$ cat src/rtl/multicycle_ctrl_pkg.sv
`default_nettype none
// ============================================================================
// Module      : multicycle_ctrl_pkg
// Description : Shared definitions for the multicycle control FSM. Holds the
//               RV32 major opcodes, the funct7/funct12 codes the controller
//               decodes, the memory-operation encodings and the state enum.
// Revision    : 1.0 - initial release
// ============================================================================
package multicycle_ctrl_pkg;

  // RV32 major opcodes (inst[6:0])
  localparam logic [6:0] c_opc_lui    = 7'b0110111;
  localparam logic [6:0] c_opc_auipc  = 7'b0010111;
  localparam logic [6:0] c_opc_jal    = 7'b1101111;
  localparam logic [6:0] c_opc_jalr   = 7'b1100111;
  localparam logic [6:0] c_opc_branch = 7'b1100011;
  localparam logic [6:0] c_opc_load   = 7'b0000011;
  localparam logic [6:0] c_opc_store  = 7'b0100011;
  localparam logic [6:0] c_opc_op_imm = 7'b0010011;
  localparam logic [6:0] c_opc_op     = 7'b0110011;
  localparam logic [6:0] c_opc_fence  = 7'b0001111;
  localparam logic [6:0] c_opc_system = 7'b1110011;

  // funct7 selecting the M extension within OP
  localparam logic [6:0] c_f7_muldiv = 7'b0000001;

  // SYSTEM funct12 codes (inst[31:20])
  localparam logic [11:0] c_f12_mret = 12'h302;
  localparam logic [11:0] c_f12_wfi  = 12'h105;

  // mem_op encodings
  localparam logic [1:0] c_mem_inst_read  = 2'd0;
  localparam logic [1:0] c_mem_data_read  = 2'd1;
  localparam logic [1:0] c_mem_data_write = 2'd2;

  typedef enum logic [2:0] {
    FETCH   = 3'd0,
    DECODE  = 3'd1,
    EXECUTE = 3'd2,
    MEMORY  = 3'd3,
    WB      = 3'd4,
    MULDIV  = 3'd5,
    WFI     = 3'd6
  } state_e;

  // States in which the controller waits on mem_done and the timer runs.
  function automatic logic is_mem_wait(input state_e s);
    return (s == DECODE) || (s == MEMORY);
  endfunction

endpackage
`default_nettype wire

$ cat src/rtl/multicycle_ctrl_wait_timer.sv
`default_nettype none
// ============================================================================
// Module      : wait_timer
// Description : Memory-wait cycle counter. Cleared on entry to a wait state,
//               counts each cycle the wait is still pending, and flags the
//               last permitted wait cycle.
// Ports       : clk, rst_n       - clock, async active-low reset
//               clear            - zero the count (wins over enable)
//               enable           - count this cycle
//               expired          - count has reached MEM_TIMEOUT-1
//                                  (never set when MEM_TIMEOUT == 0)
// Revision    : 1.0 - initial release
// ============================================================================
module wait_timer #(
  parameter int MEM_TIMEOUT = 0
) (
  input  logic clk,
  input  logic rst_n,
  input  logic clear,
  input  logic enable,
  output logic expired
);

  localparam int c_cnt_w = (MEM_TIMEOUT > 0) ? $clog2(MEM_TIMEOUT + 1) : 1;

  logic [c_cnt_w-1:0] cnt_q, cnt_d;

  always_comb begin
    cnt_d = cnt_q;
    if (clear) begin
      cnt_d = '0;
    end else if (enable) begin
      cnt_d = cnt_q + c_cnt_w'(1);
    end
  end

  always_ff @(posedge clk or negedge rst_n) begin
    if (!rst_n) begin
      cnt_q <= '0;
    end else begin
      cnt_q <= cnt_d;
    end
  end

  if (MEM_TIMEOUT > 0) begin : g_timeout
    localparam logic [c_cnt_w-1:0] c_last = c_cnt_w'(MEM_TIMEOUT - 1);
    // The controller leaves the wait state in the expiry cycle, so the
    // counter never needs to saturate.
    assign expired = (cnt_q == c_last);
  end else begin : g_no_timeout
    logic unused_cnt;
    assign unused_cnt = ^cnt_q;
    assign expired    = 1'b0;
  end

endmodule
`default_nettype wire

$ cat src/rtl/multicycle_ctrl.sv
`default_nettype none
// ============================================================================
// Module      : multicycle_ctrl
// Description : Control FSM for a multicycle RV32 core. Sequences fetch,
//               decode, execute, memory, write-back, mul/div wait and WFI
//               sleep, and raises trap entry on interrupts, exceptions and
//               memory-wait timeouts. All outputs are decoded combinationally
//               from the current state and the inputs.
// Ports       : clk, rst_n                         - clock, async active-low reset
//               inst[31:0]                         - current instruction
//               interrupt_pending/exception_pending- trap requests
//               mem_done, muldiv_done              - completion handshakes
//               trap_start, trap_finish            - trap entry / MRET
//               pc_write, reg_write, csr_write     - architectural writes
//               mem_request, mem_op[1:0]           - memory transaction
//               muldiv_start                       - mul/div start pulse
//               bus_error                          - memory wait timed out
//               instret                            - instruction retired
//               wfi_sleep                          - in WFI state
// Revision    : 1.0 - initial release
// ============================================================================
module multicycle_ctrl
  import multicycle_ctrl_pkg::*;
#(
  parameter int HAS_MULDIV  = 1,
  parameter int MEM_TIMEOUT = 0
) (
  input  logic        clk,
  input  logic        rst_n,
  input  logic [31:0] inst,
  input  logic        interrupt_pending,
  input  logic        exception_pending,
  input  logic        mem_done,
  input  logic        muldiv_done,
  output logic        trap_start,
  output logic        trap_finish,
  output logic        pc_write,
  output logic        reg_write,
  output logic        csr_write,
  output logic        mem_request,
  output logic [1:0]  mem_op,
  output logic        muldiv_start,
  output logic        bus_error,
  output logic        instret,
  output logic        wfi_sleep
);

  state_e state_q, state_d;

  logic [6:0]  opcode;
  logic [2:0]  funct3;
  logic [6:0]  funct7;
  logic [11:0] funct12;
  logic        is_muldiv_op;
  logic        in_mem_wait;
  logic        timer_clear;
  logic        timer_enable;
  logic        timer_expired;
  logic        timed_out;
  logic        unused_inst;

  assign opcode       = inst[6:0];
  assign funct3       = inst[14:12];
  assign funct7       = inst[31:25];
  assign funct12      = inst[31:20];
  assign unused_inst  = ^{inst[19:15], inst[11:7]};
  assign is_muldiv_op = (HAS_MULDIV != 0) && (funct7 == c_f7_muldiv);

  // The timer restarts whenever a wait state is entered from elsewhere and
  // counts only cycles in which the transaction is still outstanding.
  assign in_mem_wait  = is_mem_wait(state_q);
  assign timer_clear  = is_mem_wait(state_d) && (state_d != state_q);
  assign timer_enable = in_mem_wait && !mem_done;
  // mem_done in the expiry cycle completes normally.
  assign timed_out    = in_mem_wait && timer_expired && !mem_done;

  wait_timer #(
    .MEM_TIMEOUT (MEM_TIMEOUT)
  ) u_wait_timer (
    .clk     (clk),
    .rst_n   (rst_n),
    .clear   (timer_clear),
    .enable  (timer_enable),
    .expired (timer_expired)
  );

  always_comb begin
    state_d      = state_q;
    trap_start   = 1'b0;
    trap_finish  = 1'b0;
    pc_write     = 1'b0;
    reg_write    = 1'b0;
    csr_write    = 1'b0;
    mem_request  = 1'b0;
    mem_op       = c_mem_inst_read;
    muldiv_start = 1'b0;
    bus_error    = 1'b0;
    wfi_sleep    = 1'b0;
    instret      = 1'b0;

    case (state_q)
      FETCH: begin
        // Interrupts are only taken here (and to leave WFI); anything raised
        // in another state simply waits until the next fetch.
        if (interrupt_pending) begin
          pc_write   = 1'b1;
          trap_start = 1'b1;
        end else begin
          mem_request = 1'b1;
          state_d     = DECODE;
        end
      end

      DECODE: begin
        if (mem_done) begin
          if (exception_pending) begin
            pc_write   = 1'b1;
            trap_start = 1'b1;
            state_d    = FETCH;
          end else begin
            state_d = EXECUTE;
          end
        end else if (timed_out) begin
          bus_error  = 1'b1;
          pc_write   = 1'b1;
          trap_start = 1'b1;
          state_d    = FETCH;
        end
      end

      EXECUTE: begin
        state_d = FETCH;
        case (opcode)
          c_opc_lui, c_opc_auipc, c_opc_op_imm, c_opc_jal, c_opc_jalr: begin
            pc_write  = 1'b1;
            reg_write = 1'b1;
          end
          c_opc_op: begin
            if (is_muldiv_op) begin
              muldiv_start = 1'b1;
              state_d      = MULDIV;
            end else begin
              pc_write  = 1'b1;
              reg_write = 1'b1;
            end
          end
          c_opc_branch, c_opc_fence: begin
            pc_write = 1'b1;
          end
          c_opc_load: begin
            mem_request = 1'b1;
            mem_op      = c_mem_data_read;
            state_d     = MEMORY;
          end
          c_opc_store: begin
            mem_request = 1'b1;
            mem_op      = c_mem_data_write;
            state_d     = MEMORY;
          end
          c_opc_system: begin
            pc_write = 1'b1;
            if (funct3 != 3'd0) begin
              reg_write = 1'b1;
              csr_write = 1'b1;
            end else if (funct12 == c_f12_mret) begin
              trap_finish = 1'b1;
            end else if (funct12 == c_f12_wfi) begin
              state_d = WFI;
            end
          end
          // Unrecognised opcodes advance the PC without side effects.
          default: begin
            pc_write = 1'b1;
          end
        endcase
      end

      MEMORY: begin
        // inst is held for the whole instruction, so the opcode still tells
        // a load from a store here.
        mem_op = (opcode == c_opc_store) ? c_mem_data_write : c_mem_data_read;
        if (mem_done) begin
          if (opcode == c_opc_store) begin
            pc_write = 1'b1;
            state_d  = FETCH;
          end else begin
            state_d = WB;
          end
        end else if (timed_out) begin
          bus_error  = 1'b1;
          pc_write   = 1'b1;
          trap_start = 1'b1;
          state_d    = FETCH;
        end
      end

      WB: begin
        pc_write  = 1'b1;
        reg_write = 1'b1;
        state_d   = FETCH;
      end

      MULDIV: begin
        if (muldiv_done) begin
          pc_write  = 1'b1;
          reg_write = 1'b1;
          state_d   = FETCH;
        end
      end

      WFI: begin
        wfi_sleep = 1'b1;
        if (interrupt_pending) begin
          state_d = FETCH;
        end
      end

      default: begin
        state_d = FETCH;
      end
    endcase

    // Every PC update that is not a trap entry retires an instruction.
    instret = pc_write && !trap_start;
  end

  always_ff @(posedge clk or negedge rst_n) begin
    if (!rst_n) begin
      state_q <= FETCH;
    end else begin
      state_q <= state_d;
    end
  end

endmodule
`default_nettype wire

$ cat config.mk
export PLATFORM = sky130hd
export DESIGN_NAME = multicycle_ctrl
export DESIGN_NICKNAME = d
export VERILOG_FILES = /design/src/rtl/multicycle_ctrl_pkg.sv /design/src/rtl/multicycle_ctrl_wait_timer.sv /design/src/rtl/multicycle_ctrl.sv
export SDC_FILE = /design/constraint.sdc
export NUM_CORES = 1
export LEC_CHECK = 0
export CAP_MARGIN = 25
export CORE_UTILIZATION = 35
export CTS_CLUSTER_SIZE = 25
export DETAILED_ROUTE_END_ITERATION = 12
export MAX_ROUTING_LAYER = met4
export PLACE_DENSITY = 0.81
export SLEW_MARGIN = 20
export SYNTH_ARGS = -nofsm -noshare
export SYNTH_HDL_FRONTEND = slang
export SYNTH_SLANG_ARGS = --single-unit
$ cat constraint.sdc
create_clock -name clk -period 2.23 [get_ports clk]
set_input_delay 0.446 -clock clk [delete_from_list [all_inputs] [get_ports clk]]
set_output_delay 0.446 -clock clk [all_outputs]
set_load 0.01 [all_outputs]
# Word level (Yosys, flattened, before mapping)
# Cells that the tools add are included.
dict set report word_totals {
  reg_bits 3
  latch_bits 0
  ramBits 0
  rom_bits 0
  inputBits 38
  out_inout_bits 12
  wordCells 73
  n_memories 0
}
dict set report op_classes {
  addsub 0
  mul 0
  div 0
  order_cmp 0
  n_eq_ne 23
  n_shift 0
  muxes 42
  bitwise 0
  n_reduce_logical 7
}
# op n
set ops {}
lappend ops {{$mux W3} 10}
lappend ops {{$eq A7 B6 Y1 const B} 3}
lappend ops {{$eq A7 B7 Y1 const B} 3}
lappend ops {{$mux W1} 20}
lappend ops {{$pmux W3 S6} 1}
lappend ops {{$eq A7 B5 Y1 const B} 2}
lappend ops {{$eq A12 B10 Y1 const B} 1}
lappend ops {{$eq A12 B9 Y1 const B} 1}
lappend ops {{$ne A2 B2 Y1 const B} 5}
lappend ops {{$eq A3 B3 Y1 const B} 3}
lappend ops {{$pmux W3 S3} 1}
lappend ops {{$pmux W2 S2} 2}
lappend ops {{$eq A7 B1 Y1 const B} 1}
lappend ops {{$eq A7 B2 Y1 const B} 1}
lappend ops {{$eq A3 B2 Y1 const B} 2}
lappend ops {{$pmux W1 S2} 3}
lappend ops {{$pmux W1 S3} 2}
lappend ops {{$pmux W1 S6} 1}
lappend ops {{$reduce_and A5 Y1} 1}
lappend ops {{$reduce_or A5 Y1} 1}
lappend ops {{$mux W2} 2}
lappend ops {{$eq A3 B1 Y1 const B} 1}
lappend ops {{$logic_not A3 Y1} 1}
lappend ops {{$reduce_bool A3 Y1} 1}
lappend ops {{3 further kinds} 3}

# Depth between registers and ports, before layout
# Gate-level depths: netlist of the first run.
dict set report logic_depth {
  ltp_word 6
  depth_mapped 5
}

# By module
# A second synthesis of the first run with hierarchy kept.
dict set report hier_totals {
  cells_unflattened 83
  area_unflattened_um2 594.3
}
# mod instances cells_per_inst area_per_inst_um2
set modules_own_cells {}
lappend modules_own_cells {multicycle_ctrl 1 81 583.1}
lappend modules_own_cells {wait_timer 1 2 11.3}

# Worst setup path before layout of the first run
# Ideal clock, no wire load.
dict set report synth_path {
  path_kind {input port to output port}
  start {in inst[26]}
  end {out pc_write}
  arrival_ns 1.751
  slack_ns 0.033
  stages 4
  path_buffers 0
  path_cell_list {or4_4 or4_4 nand3_1 nand3b_1}
}
dict set report synth_via {
  elab_chain_len 4
}
# item line_no
set synth_lines {}
lappend synth_lines {{start, declared} multicycle_ctrl.sv:30} ;# input logic [31:0] inst,
lappend synth_lines {{$eq A7 B1 Y1} multicycle_ctrl.sv:67} ;# assign is_muldiv_op = (HAS_MULDIV != 0) && (funct7 == c_f7_muldiv);
lappend synth_lines {{$mux W1} multicycle_ctrl.sv:139} ;# if (is_muldiv_op) begin
lappend synth_lines {{$pmux W1 S2} multicycle_ctrl.sv:133} ;# case (opcode)
lappend synth_lines {{$pmux W1 S6} multicycle_ctrl.sv:101} ;# case (state_q)
lappend synth_lines {{end, declared} multicycle_ctrl.sv:37} ;# output logic pc_write,
# No other way between the ends.

# Worst setup path in the final report of the first run
dict set report layout_path {
  start {in inst[31]}
  end {out reg_write}
}
dict set report layout_via {
  elab_chain_len 4
}
# item line_no
set layout_lines {}
lappend layout_lines {{$eq A7 B1 Y1} multicycle_ctrl.sv:67}
lappend layout_lines {{$mux W1} multicycle_ctrl.sv:139}
lappend layout_lines {{$pmux W1 S3} multicycle_ctrl.sv:133}
lappend layout_lines {{$pmux W1 S3} multicycle_ctrl.sv:101}
lappend layout_lines {{end, declared} multicycle_ctrl.sv:38} ;# output logic reg_write,
# No other way between the ends.

==> impl_metrics.toml, run 1 <==
[cts]
clk_latency_ns = 0.23
cts.path.max_buffers = 2
htree_num_levels = 1
cts_tree = "done"
clk_pin_slew_worst_paths_ns = 0.04
clock_sinks = 3
clockRootBuffer = "clkbuf_4"
numCtsBuffers = 3

[final_layout]
n_fill_cell = 140
final_cell_area_mm2 = 0.001416
reg_top3 = "state_q x3"
final_nets = 213
fin_cells = 199
utilization_pct = 77.80
multi_input_area_um2 = 645.6
largest_reg_flops = 3
drive_above_1_share_pct = 48.85
synthToLayoutAreaGrowth_pct = 99.65
antennaDiodeCount = 0
largest-register = "state_q"
regArea_um2 = 75.07

[placed_design]
io_buffers = 38
gp_congestion = 0.8522
dp_hpwl_mm = 2.045
dp.cells = 184
place_area_mm2 = 0.001282

[synthesis]
synth_nets = 135
syn_area_um2 = 709.4
synth_cell_types = 46
netlist_instances = 97
ys_seq_elements = 3
ys_warn_count = 0
synth_seq_area_share_pct = 10.58
syn_area_per_cell_um2 = 7.314

[global_routing]
met1_usage_pct = 28.05
grtUsageMet2_pct = 60.56
grt_max_degree = 12
grtUsageMet3_pct = 5.000
grt_pass1_vias = 1171
grt_pass1_wl_mm = 4.767
grt_overflow = 0
busiest_layer = "met2"
grt_use_total_pct = 31.06
antenna_found_initial = 0

[worst_setup_path]
crit-reg2reg-capture = "state_q[0]"
crit_type = "in2out"
reg2reg_depth = 5
crit_fanout = 2
cp-start-kind = "input port"
critPathCaptureType = "output port"
reg2reg_slack_ns = 0.64
cp.required_ns = 1.78
arrival_ns = 1.88
r2r_start = "state_q[0]"

[pwr]
power_density_mw_per_mm2 = 428.7
vdd_drop_max_mv = 0.3522
leakage_nw = 0.6811

[drt]
num_vias = 1117
wl_mm = 3.076
drt_first_iter_violations = 32
ant_nets = 0
route.detailed.drc = 0
first_pass_iters = 4
post_drt_wl_per_cell_um = 15.46
viasPerCell = 5.613

[sta]
hold_viol = 0
finalCritPeriodShare_pct = 104.1
max_freq_mhz = 430.7
fin_setup_tns_ns = -0.2881
skew_ns = 0.001641
setup_viol = 5
final.setup.worst_slack_ns = -0.09190
fin_crit_ns = 2.322
rsz0062_at_grt = "true"
slew_violations = 0

[die]
rows = 15
die_h_um = 47.02
core-area_mm2 = 0.001821
initial_core_util_pct = 38.97
dieArea_mm2 = 0.002211
die_x_um = 47.02
io_pins = 50

[run_status]
status = "finished, violations left"
violations = "setup timing"

[min_path]
worstHoldPathType = "in2async"

[flow_run]
maxCapViolCount = 0
-- per-stage QoR --
| stage | power, mW | hold slack [ns] | worst slack [ns] |
|---|---|---|---|
| CTS | 0.5815 | 0.3950 | -0.09008 |
| detailed placement | 0.5057 | 0.6377 | -0.8386 |
| global placement | 0.4924 | 0.6312 | -0.8079 |
| finish | 0.6071 | 0.3891 | -0.09190 |
| floorplan | 0.3141 | 0.1504 | 0.03266 |
| global route | 0.6543 | 0.3900 | -0.1269 |
-- cells in the final DEF (no fill, tap or decap), drive strengths merged, types with 2 or more instances in the layout --
| cell type | synthesis | routed |
|---|---|---|
| or4 | 2 | 2 |
| a21oi | 6 | 6 |
| dlygate4sd2 | 0 | 9 |
| nand2b | 3 | 3 |
| clkdlybuf4s15 | 0 | 3 |
| nor2b | 3 | 3 |
| or3b | 2 | 2 |
| o21ai | 2 | 2 |
| inv | 4 | 4 |
| o31ai | 2 | 2 |
| or3 | 2 | 2 |
| dfrtp | 3 | 3 |
| nor2 | 12 | 12 |
| and3 | 3 | 3 |
| nor3b | 5 | 5 |
| nor3 | 6 | 6 |
| clkdlybuf4s50 | 0 | 9 |
| nand2 | 8 | 8 |
| nand3 | 4 | 4 |
| buf | 6 | 52 |
| or2 | 2 | 2 |
| clkbuf | 0 | 9 |
| nor4bb | 2 | 2 |
-- how the worst max path moves through the flow --
stage	from	to	slack [ns]	cells past startpoint
final	inst[31]	reg_write	-0.09	7
after global routing	inst[31]	reg_write	-0.13	7
after CTS	inst[31]	reg_write	-0.09	7
after detailed placement	inst[26]	pc_write	-0.84	6
after global placement	inst[26]	pc_write	-0.81	6
after floorplan	inst[26]	pc_write	0.03	4
-- cell type report --
| class | count | share of cell area (%) |
|---|---|---|
| timing repair buffer | 79 | 43.99 |
| clock buffer | 4 | 1.855 |
| tap | 25 | 2.208 |
| multi-input combinational | 84 | 45.58 |
| inverter | 4 | 1.060 |
| sequential | 3 | 5.300 |
-- cell usage after synthesis (all sizes together) --
| cell | instances | area [um^2] |
|---|---|---|
| a2111oi | 1 | 8.760 |
| dfrtp | 3 | 75.07 |
| o21ai | 2 | 13.76 |
| nand4b | 1 | 8.760 |
| and3 | 3 | 18.77 |
| o22a | 1 | 8.760 |
| inv | 4 | 15.01 |
| and2 | 1 | 7.510 |
| a41oi | 1 | 8.760 |
| nor3 | 6 | 30.03 |
| o31ai | 2 | 15.01 |
| a21oi | 6 | 30.03 |
| nand2b | 3 | 21.27 |
| o211a | 1 | 10.01 |
| or3 | 2 | 12.51 |
| or4 | 2 | 22.52 |
| o2111ai | 1 | 8.760 |
| or2 | 2 | 15.02 |
| or4b | 1 | 10.01 |
| and4bb | 1 | 12.51 |
| nor3b | 5 | 42.54 |
| nand3 | 4 | 20.02 |
| o22ai | 1 | 6.260 |
| a211oi | 1 | 7.510 |
| nor4bb | 2 | 20.02 |
| conb | 1 | 3.750 |
| a2bb2oi | 1 | 8.760 |
| nand2 | 8 | 30.03 |
| or3b | 2 | 17.52 |
| nand4bb | 1 | 16.27 |
| and2b | 1 | 8.760 |
| nor2 | 12 | 45.04 |
| o41ai | 1 | 16.27 |
| buf | 6 | 63.81 |
| nor4 | 1 | 6.260 |
| o21a | 1 | 7.510 |
| nand3b | 1 | 7.510 |
| nor2b | 3 | 18.77 |
| a41o | 1 | 10.01 |
-- per-layer routing --
metal | wire [um] | share of wire, % | vias up
li1 | - | - | 519
met5 | 0 | 0 | -
met4 | 157 | 5.1 | 0
met2 | 1612 | 52 | 68
met3 | 190 | 6.2 | 20
met1 | 1116 | 36 | 510
-- worst max-delay path, stage by stage --
cell and delay, ns:
buf_6 0.09, or4_4 0.53, buf_6 0.14, nor3_4 0.12, a2111oi_1 0.07, or3_1 0.33
buf_2 0.15
-- cell families after synthesis --
| kind of cell | share of synthesized area [%] |
|---|---|
| buffers and inverters | 11.11 |
| and+or+nand+nor | 55.21 |
| DFF | 10.58 |
| AOI/OAI and AO/OA | 22.58 |
| other | 0.5286 |
-- where the power goes --
group	internal, mW	leakage (nW)	switching, mW
clock	0.0672	0.0150	0.0299
sequential	0.0688	0.0394	0.0114
combinational	0.217	0.627	0.213
-- repair_timing --
item                       CTS  global route
buffers inserted            10             1
hold buffers                 0             0
gates resized for setup     74            22
pin swaps                   14             8
setup endpoints to repair   11             7
(Power assumes the default switching activity.)
==> run 2: changes to the inputs <==
Settings changed: HOLD_SLACK_MARGIN set to 0.03.
==> results of run 2 <==
The final DEF is identical to that of run 1; final timing and power are the same.
==> run 3: changes to the inputs <==
Settings changed: CORE_AREA set to 2 2 39 41, CORE_UTILIZATION 35 to unset, DIE_AREA set to 0 0 41 43, DONT_BUFFER_PORTS set to 1, PLACE_DENSITY 0.81 to 0.68.
==> impl_metrics.toml, run 3 (synthesis results as in run 1) <==
[sta]
finalCritPeriodShare_pct = 98.34
rsz0062_at_grt = "true"
fin_crit_ns = 2.193
slew_violations = 0
max_freq_mhz = 456.0
setup_viol = 0
hold_viol = 0
skew_ns = 0.003489
timing.hold.ws_ns = 0.4509

[cts]
clk_pin_slew_worst_paths_ns = 0.04
cts.path.max_buffers = 2
cts_tree = "done"
clockRootBuffer = "clkbuf_4"
clock_sinks = 3
numCtsBuffers = 3
htree_num_levels = 1
postCtsSetupBuffers = 0
clk_latency_ns = 0.23

[drt]
drt_first_iter_violations = 13
num_vias = 776
ant_nets = 0
first_pass_iters = 4
viasPerCell = 6.576
post_drt_wl_per_cell_um = 14.24
route.detailed.drc = 0
wl_mm = 1.680

[min_path]
worstHoldPathType = "in2reg"

[pwr]
power_mw = 0.4363
vdd_drop_max_mv = 0.1960
leakage_nw = 0.3138
power_density_mw_per_mm2 = 564.3

[die]
die_h_um = 43
dieArea_mm2 = 0.001763
core-area_mm2 = 0.001384
io_pins = 50
die_x_um = 41
initial_core_util_pct = 51.27
rows = 14

[placed_design]
gp_congestion = 0.8242
io_buffers = 0
place_area_um2 = 710.7
dp_hpwl_mm = 1.389

[final_layout]
largest-register = "state_q"
final_cell_mix = "nor2_1, nand2_1, a21oi_1"
drive_above_1_share_pct = 25.49
final_cell_area_um2 = 773.2
largest_reg_flops = 3
final_nets = 141
layout_commonest_cell = "nor2_1"
synthToLayoutAreaGrowth_pct = 8.995
reg_top3 = "state_q x3"
antennaDiodeCount = 0

[global_routing]
grt_pass1_vias = 657
grt_pass1_wl_mm = 2.573
grt_overflow = 0
antenna_found_initial = 0
grt_max_degree = 12
grt_use_total_pct = 20.87

[worst_setup_path]
crit_chain = "or4_4 > buf_6 > nor3_4 > a2111oi_2 > or3_4"
crit_type = "in2out"
arrival_ns = 1.75
cp.required_ns = 1.78
critPathCaptureType = "output port"
cp_slowest_cell = "or4_4"
crit_fanout = 4
cpPeakStageDelay_ns = 0.53
cp-start-kind = "input port"

[flow_run]
maxCapViolCount = 0

[run_status]
status = "completed"
## run 3: critical path, delay by kind of cell
| kind | cells | cell delay, ns |
|---|---|---|
| and+or+nand+nor | 3 | 1.09 |
| AOI/OAI and AO/OA | 1 | 0.07 |
| buffers and inverters | 1 | 0.15 |
## run 3: layer usage
layer  track usage (%)  vias up  share of wire [%]  wire length, um
met5                 -        -                  0                0
met4             4.000        0                  0                0
met3             3.665        0                8.9              150
met2             34.06       35                 52              867
met1             26.06      368                 39              662
li1                  -      373                  -                -
## run 3: area by class of cell
class | count | area (um^2)
well taps | 16 | 20.02
flip-flops and latches | 3 | 75.07
multi-input cells | 84 | 578.1
inverters | 4 | 15.01
fillers | 149 | 610.6
clock buffers | 4 | 26.28
repair buffers | 7 | 58.81
## run 3: what timing repair did
item / in CTS / in global routing
setup endpoints to repair: 0 / 2
endpoints found under the hold margin: 3 / 0
gates resized for setup: 0 / 6
hold buffers: 1 / 0
## run 3: power by group
part           switching, mW  leakage (nW)  internal [mW]
registers            0.00860        0.0394         0.0688
clock network         0.0269        0.0150         0.0670
logic                  0.151         0.259          0.114
## run 3: metrics by stage
step                      instances  setup slack (ns)  setup TNS (ns)  utilization, %
final                           118           0.03702               0           55.88
after global routing            118          -0.01295        -0.01295           55.88
after CTS                       118          0.006076               0           53.98
after detailed placement        113          0.006432               0           51.36
after global placement          113           0.01128               0           51.36
after floorplan                  97           0.03266               0               -
## run 3: path summary, 6_finish.rpt
| kind | startpoint | slack [ns] | depth (start not counted) | end |
|---|---|---|---|---|
| min in group asynchronous | rst_n | 0.46 | 1 | state_q[0] |
| setup / recovery | inst[26] | 0.04 | 5 | reg_write |
| hold / removal | muldiv_done | 0.45 | 3 | state_q[0] |
| max in group asynchronous | rst_n | 1.62 | 1 | state_q[2] |
| setup reg to reg | state_q[0] | 0.75 | 4 | state_q[0] |
| hold reg to reg | state_q[2] | 0.60 | 3 | state_q[1] |
